--- config.mk ---
export PLATFORM = sky130hd
export DESIGN_NAME = input_latch_ctrl_flat
export DESIGN_NICKNAME = d
export VERILOG_FILES = /design/src/rtl/in_ctrl_pkg.sv /design/src/rtl/input_latch_ctrl_if.sv /design/src/rtl/input_latch_ctrl_rise_detect.sv /design/src/rtl/input_latch_ctrl.sv /design/src/flat_wrapper.sv
export SDC_FILE = /design/constraint.sdc
export NUM_CORES = 1
export LEC_CHECK = 0
export CORE_ASPECT_RATIO = 0.75
export CORE_MARGIN = 3
export CORE_UTILIZATION = 50
export CTS_CLUSTER_DIAMETER = 60
export DETAILED_ROUTE_END_ITERATION = 10
export MAX_ROUTING_LAYER = met4
export PLACE_DENSITY = 0.81
export SYNTH_ARGS = -nofsm -noshare
export SYNTH_HDL_FRONTEND = slang
export SYNTH_SLANG_ARGS = --single-unit
--- constraint.sdc ---
create_clock -name clk -period 1.7 [get_ports clk]
set_clock_uncertainty 0.1 [all_clocks]
set_input_delay 0.17 -clock clk [delete_from_list [all_inputs] [get_ports clk]]
set_output_delay 0.17 -clock clk [all_outputs]
set_load 0.01 [all_outputs]
--- src/rtl/in_ctrl_pkg.sv ---
// Shared definitions for the input latch controller and the CPU decoder:
// state encoding and default data/switch widths.
package in_ctrl_pkg;

  localparam int DATA_W_DEF = 32;
  localparam int SW_W_DEF   = 16;

  localparam logic [1:0] S_IDLE    = 2'd0;
  localparam logic [1:0] S_WAIT    = 2'd1;
  localparam logic [1:0] S_ACK     = 2'd2;
  localparam logic [1:0] S_RELEASE = 2'd3;

  typedef enum logic [1:0] {
    ST_IDLE    = S_IDLE,
    ST_WAIT    = S_WAIT,
    ST_ACK     = S_ACK,
    ST_RELEASE = S_RELEASE
  } state_e;

endpackage

--- src/rtl/input_latch_ctrl_if.sv ---
// CPU-side input handshake bundle: request/acknowledge, returned word and
// status flags. master = CPU, slave = input latch controller.
interface input_latch_ctrl_if #(
  parameter int DATA_W = 32
);
  logic              in_req;
  logic              in_ack;
  logic [DATA_W-1:0] in_data;
  logic              stall;
  logic              waiting;
  logic              pending;
  logic              overrun;

  modport master (
    output in_req,
    input  in_ack, in_data, stall, waiting, pending, overrun
  );

  modport slave (
    input  in_req,
    output in_ack, in_data, stall, waiting, pending, overrun
  );
endinterface

--- src/rtl/input_latch_ctrl_rise_detect.sv ---
// Rising-edge detector for the debounced press level. The history register
// resets to 1 so a press already held when reset releases is not a new press.
module rise_detect (
  input  logic clk,
  input  logic rst_n,
  input  logic press_i,
  output logic rise_o
);

  logic press_q;

  // Previous-cycle press level.
  // NOTE: sequential state uses non-blocking assignments so every flop samples
  // pre-edge values; blocking here would create order-dependent races.
  always_ff @(posedge clk or negedge rst_n) begin
    if (!rst_n) press_q <= 1'b1;
    else        press_q <= press_i;
  end

  assign rise_o = press_i & ~press_q;

endmodule

--- src/rtl/input_latch_ctrl.sv ---
// Input latch controller: turns each debounced press into a one-shot capture
// of the switch bank, buffers it, and hands it to the CPU INPUT instruction,
// stalling the CPU while no word is available.
module input_latch_ctrl
  import in_ctrl_pkg::*;
#(
  parameter int DATA_W   = DATA_W_DEF,
  parameter int SW_W     = SW_W_DEF,
  parameter int SIGN_EXT = 0
) (
  input  logic                clk,
  input  logic                rst_n,
  input  logic                press,
  input  logic [SW_W-1:0]     switches,
  input_latch_ctrl_if.slave   bus
);

  state_e            state_q, state_d;
  logic [DATA_W-1:0] buf_q, buf_d;
  logic [DATA_W-1:0] in_data_q, in_data_d;
  logic              pending_q, pending_d;
  logic              overrun_q, overrun_d;
  logic [DATA_W-1:0] sw_ext;
  logic              rise;
  logic              consumed;

  rise_detect u_rise_detect (
    .clk     (clk),
    .rst_n   (rst_n),
    .press_i (press),
    .rise_o  (rise)
  );

  // Extend the switch bank to the CPU word width (sign or zero fill).
  always_comb begin
    sw_ext             = {DATA_W{(SIGN_EXT != 0) && switches[SW_W-1]}};
    sw_ext[SW_W-1:0]   = switches;
  end

  // Next-state, data load and buffer/pending/overrun bookkeeping.
  // NOTE: every variable gets a default before the case so no path leaves it
  // unassigned; otherwise synthesis infers a latch.
  always_comb begin
    state_d   = state_q;
    in_data_d = in_data_q;
    buf_d     = buf_q;
    pending_d = pending_q;
    overrun_d = overrun_q;
    consumed  = 1'b0;

    case (state_q)
      ST_IDLE: begin
        if (bus.in_req) begin
          consumed = 1'b1;
          if (pending_q || rise) begin
            // A fresh press beats an older buffered word.
            in_data_d = rise ? sw_ext : buf_q;
            state_d   = ST_ACK;
          end else begin
            state_d = ST_WAIT;
          end
        end
      end
      ST_WAIT: begin
        if (!bus.in_req) begin
          state_d = ST_IDLE;
        end else if (rise) begin
          consumed  = 1'b1;
          in_data_d = sw_ext;
          state_d   = ST_ACK;
        end
      end
      ST_ACK: begin
        pending_d = 1'b0;
        overrun_d = 1'b0;
        state_d   = ST_RELEASE;
      end
      ST_RELEASE: begin
        if (!bus.in_req) state_d = ST_IDLE;
      end
      default: state_d = ST_IDLE;
    endcase

    if (rise) buf_d = sw_ext;

    // A press not handed straight to the CPU is buffered; newest wins. A press
    // during ACK lands after the old word was consumed, so it is not an overrun.
    if (rise && !consumed) begin
      pending_d = 1'b1;
      overrun_d = (state_q == ST_ACK) ? 1'b0 : (overrun_q | pending_q);
    end
  end

  // State and data registers; reset discards any buffered word.
  always_ff @(posedge clk or negedge rst_n) begin
    if (!rst_n) begin
      state_q   <= ST_IDLE;
      buf_q     <= '0;
      in_data_q <= '0;
      pending_q <= 1'b0;
      overrun_q <= 1'b0;
    end else begin
      state_q   <= state_d;
      buf_q     <= buf_d;
      in_data_q <= in_data_d;
      pending_q <= pending_d;
      overrun_q <= overrun_d;
    end
  end

  assign bus.in_ack  = (state_q == ST_ACK);
  assign bus.in_data = in_data_q;
  assign bus.waiting = (state_q == ST_WAIT);
  assign bus.pending = pending_q;
  assign bus.overrun = overrun_q;
  assign bus.stall   = bus.in_req & (state_q != ST_ACK) & (state_q != ST_RELEASE);

endmodule

--- src/flat_wrapper.sv ---
// flat-port wrapper written by rule: the top's interface ports become plain ports
module input_latch_ctrl_flat import in_ctrl_pkg::*;
#(
  parameter int DATA_W   = DATA_W_DEF,
  parameter int SW_W     = SW_W_DEF,
  parameter int SIGN_EXT = 0
)
  (clk, rst_n, press, switches, bus_in_req, bus_in_ack, bus_in_data, bus_stall, bus_waiting, bus_pending, bus_overrun);
  input_latch_ctrl_if #(.DATA_W(DATA_W)) bus_i ();
  input  logic clk;
  input  logic rst_n;
  input  logic press;
  input  logic [SW_W-1:0] switches;
  input wire logic [$bits(bus_i.in_req)-1:0] bus_in_req;
  output wire logic [$bits(bus_i.in_ack)-1:0] bus_in_ack;
  output wire logic [$bits(bus_i.in_data)-1:0] bus_in_data;
  output wire logic [$bits(bus_i.stall)-1:0] bus_stall;
  output wire logic [$bits(bus_i.waiting)-1:0] bus_waiting;
  output wire logic [$bits(bus_i.pending)-1:0] bus_pending;
  output wire logic [$bits(bus_i.overrun)-1:0] bus_overrun;
  assign bus_i.in_req = bus_in_req;
  assign bus_in_ack = bus_i.in_ack;
  assign bus_in_data = bus_i.in_data;
  assign bus_stall = bus_i.stall;
  assign bus_waiting = bus_i.waiting;
  assign bus_pending = bus_i.pending;
  assign bus_overrun = bus_i.overrun;
  input_latch_ctrl #(.DATA_W(DATA_W), .SW_W(SW_W), .SIGN_EXT(SIGN_EXT)) u_core (.clk(clk), .rst_n(rst_n), .press(press), .switches(switches), .bus(bus_i));
endmodule
==> results by group <==
Critical path
  – Critical path arrival: 1330 ps
  – Reg2Reg Setup Slack: 120 ps
  – Critical Path RT: 1430 ps
  – Critical path startpoint category: register
  – Reg-to-reg endpoint: u_core.bus.in_data[13]$_DFFE_PN0P_
  – Worst reg2reg path depth: 5
  – R2R Path Start: u_core.u_rise_detect.press_q$_DFF_PN1_
  – Critical Path Fanout Max: 5
  – CP startpoint: u_core.state_q[1]$_DFFE_PN0P_
  – Setup Crit Path Kind: register to output port
  – CP endpoint: bus_waiting
  – Setup crit end kind: output port

Layout
  – Register Area: 1730 sq um
  – Final #Nets: 324
  – Area Overhead vs Synth: 36.1%
  – Number of diodes: 0
  – Fillcell total: 371
  – Area of the multi-input gates: 882 sq um
  – Most common cell after layout, fill and taps aside: dfrtp_1
  – Most frequent cells in the layout: dfrtp_1 (67), nand2_1 (65), clkdlybuf4s50_1 (52)
  – Non-Filler Instances: 381
  – Layout cells sized above 1: 0.146

Routing
  – Max layer used: met4
  – Met2 routed WL: 2690 microns
  – Post-detailed-route count of antenna-violating nets: 0
  – DRT iter0 DRCs: 86
  – Via density: 4.92
  – WL/cell: 14.7 microns
  – DRC errors left: 0
  – Routed via count: 1874
  – First-pass DRT Iterations: 4
  – Metal3 WL: 311 microns
  – Met1 wire length: 2520 microns
  – Final WL: 5600 microns

Logic synthesis
  – Synth unique cells: 26
  – Yosys warning count: 0
  – Mapped cell area: 2700 sq um
  – #FFs+latches synth: 69
  – Synthesized area per cell: 11.8 sq um
  – Mapped Cells: 229
  – Ys flop type: dfrtp_1
  – Ys async rst share: 1.00
  – Syn nets: 249
  – Sequential area share after synthesis: 0.641
  – EDFF count, synth: 0

Timing
  – Max_slew headroom: 0.630
  – Fin. Hold Viols: 0
  – RSZ-0062 raised after global routing: no
  – Min cycle time layout: 1600 ps
  – Fin. max-slew vios: 0
  – Final setup fails: 0
  – FMAX: 623 MHz
  – Fin worst setup slack: 96.0 ps
  – Period utilization: 0.944
  – Worst-Margin Slew: 555 ps

Power and ir drop
  – Power Density: 1330 nW/um^2
  – Sw Share: 0.298
  – Pleak: 0.00181 uW
  – Flop pwr share: 0.426
  – Maximum VDD drop: 772 uV
  – Internal power: 3440 uW
  – Clk network pwr share: 0.257
  – Switching power: 1460 uW
  – Logic pwr share: 0.318

Clock network
  – TritonCTS clock tree: yes
  – CTS H-tree lvls: 3
  – Clk_lat worst skew: 340 ps
  – Clk slew on worst S/H paths: 70 ps
  – Num CTS Buffers: 9
  – CTS Root Cell: clkbuf_8
  – CTS max path bufs: 2
  – CTS sink cnt: 69

Die
  – Initial Utilization: 0.536
  – Core ar.: 5040 sq um
  – Chip Height: 69.6 microns
  – Die W: 90.8 microns
  – Die area: 6320 sq um
  – I/O pins: 57
  – Row count: 22

Min path
  – Tightest Hold Check Type: input pin to register

Global routing
  – Total gr overflow: 0
  – Global-route wire length before repair: 9720 microns
  – GRT Util Overall: 0.207
  – Initial antenna violation count: 0
  – Vias in the first global route: 2036
  – Largest net degree at the start of global routing: 35

Place
  – Post-DP HPWL: 3960 microns
  – Placed cells: 364
  – Pre-CTS setup slack: -32.0 ps
  – PortBufs: 56
  – Gpl congestion: 0.783

Job
  – Max-Cap Viols: 0

Run status
  – Status: finished, final reports clean
[Yosys cell counts, types with 2 or more instances]
cell type	number	area, sq um
buf_4	3	22.5
mux2i_1	16	160
a22o_1	16	140
nand2b_4	2	27.5
o21ai_1	17	85.1
inv_1	2	7.51
and2b_4	2	20.0
dfrtp_1	68	1700
buf_2	5	25.0
nand2_1	65	244
and2_1	16	100
nor2_1	2	7.51
nor2b_1	2	12.5
[registers in the layout, summed over array words and instances, names as in the netlist]
register and count:
u_core.buf_q 32, u_core.bus.in_data 32, u_core.state_q 2, u_core.bus.overrun 1, u_core.bus.pending 1, u_core.u_rise_detect.press_q 1
[logic make-up (layout without fill, tap and decap cells)]
logic type             after synthesis  in the layout  synth area share
multiplexers                        16             16            0.0594
flip-flops                          69             69             0.641
AND/OR/NAND/NOR                     90             90             0.160
AO/OA/AOI/OAI                       39             39             0.104
buffers and inverters               15             95            0.0362
[worst min path at each step]
stage / start / endpoint / slack [ps] / cells past startpoint
after global routing: press / u_core.u_rise_detect.press_q$_DFF_PN1_ / 210 / 1
after floorplan: rst_n / u_core.buf_q[0]$_DFF_PN0_ / -230 / 0
after detailed placement: rst_n / u_core.bus.in_data[27]$_DFFE_PN0P_ / 80 / 1
final: press / u_core.u_rise_detect.press_q$_DFF_PN1_ / 230 / 1
after global placement: rst_n / u_core.bus.in_data[25]$_DFFE_PN0P_ / 80 / 1
after CTS: press / u_core.u_rise_detect.press_q$_DFF_PN1_ / 220 / 1
[area by class of cell]
cell class | count | share of cell area
clock buffers | 15 | 0.0508
clock inverters | 1 | 0.00136
inverters | 3 | 0.00307
multi-input cells | 145 | 0.240
flip-flops and latches | 69 | 0.471
well taps | 72 | 0.0245
repair buffers | 76 | 0.209
[worst max-delay path, cell delays in order, from the launching register on]
cell	delay (ps)
dfrtp_1	410
and2b_4	300
dlygate4sd2_1	280
[per-stage QoR]
stage	hold WS (ps)	TNS [ps]	utilization	total power [uW]	instance area [sq um]
3_5_place_dp	77.7	-224	0.689	3690	3470
3_3_place_gp	76.3	0	0.689	3650	3470
4_1_cts	217	0	0.729	4940	3670
5_1_grt	214	0	0.729	5200	3670
2_1_floorplan	-226	0	-	2880	2700
6_report	231	0	0.729	4900	3670
[timing repair]
item | in CTS | in global routing
hold endpoints to repair | 20 | 0
buffers inserted | 0 | 0
hold buffers | 1 | 0
resized for setup | 5 | 0
endpoints found under the setup margin | 3 | 0
[power groups by stage]
stage / logic (uW) / clock network [uW] / registers, uW
after floorplan: 716 / 0 / 2160
after global placement: 1550 / 0 / 2100
after detailed placement: 1590 / 0 / 2110
after CTS: 1570 / 1280 / 2080
after global routing: 1710 / 1370 / 2120
final: 1560 / 1260 / 2080
[routing by layer]
| layer | up-vias | GRT usage |
|---|---|---|
| met5 | - | - |
| met4 | 0 | 0.0753 |
| met3 | 7 | 0.0911 |
| met2 | 50 | 0.317 |
| met1 | 904 | 0.244 |
| li1 | 913 | - |
Note: power is estimated with default switching activity, not from simulation.
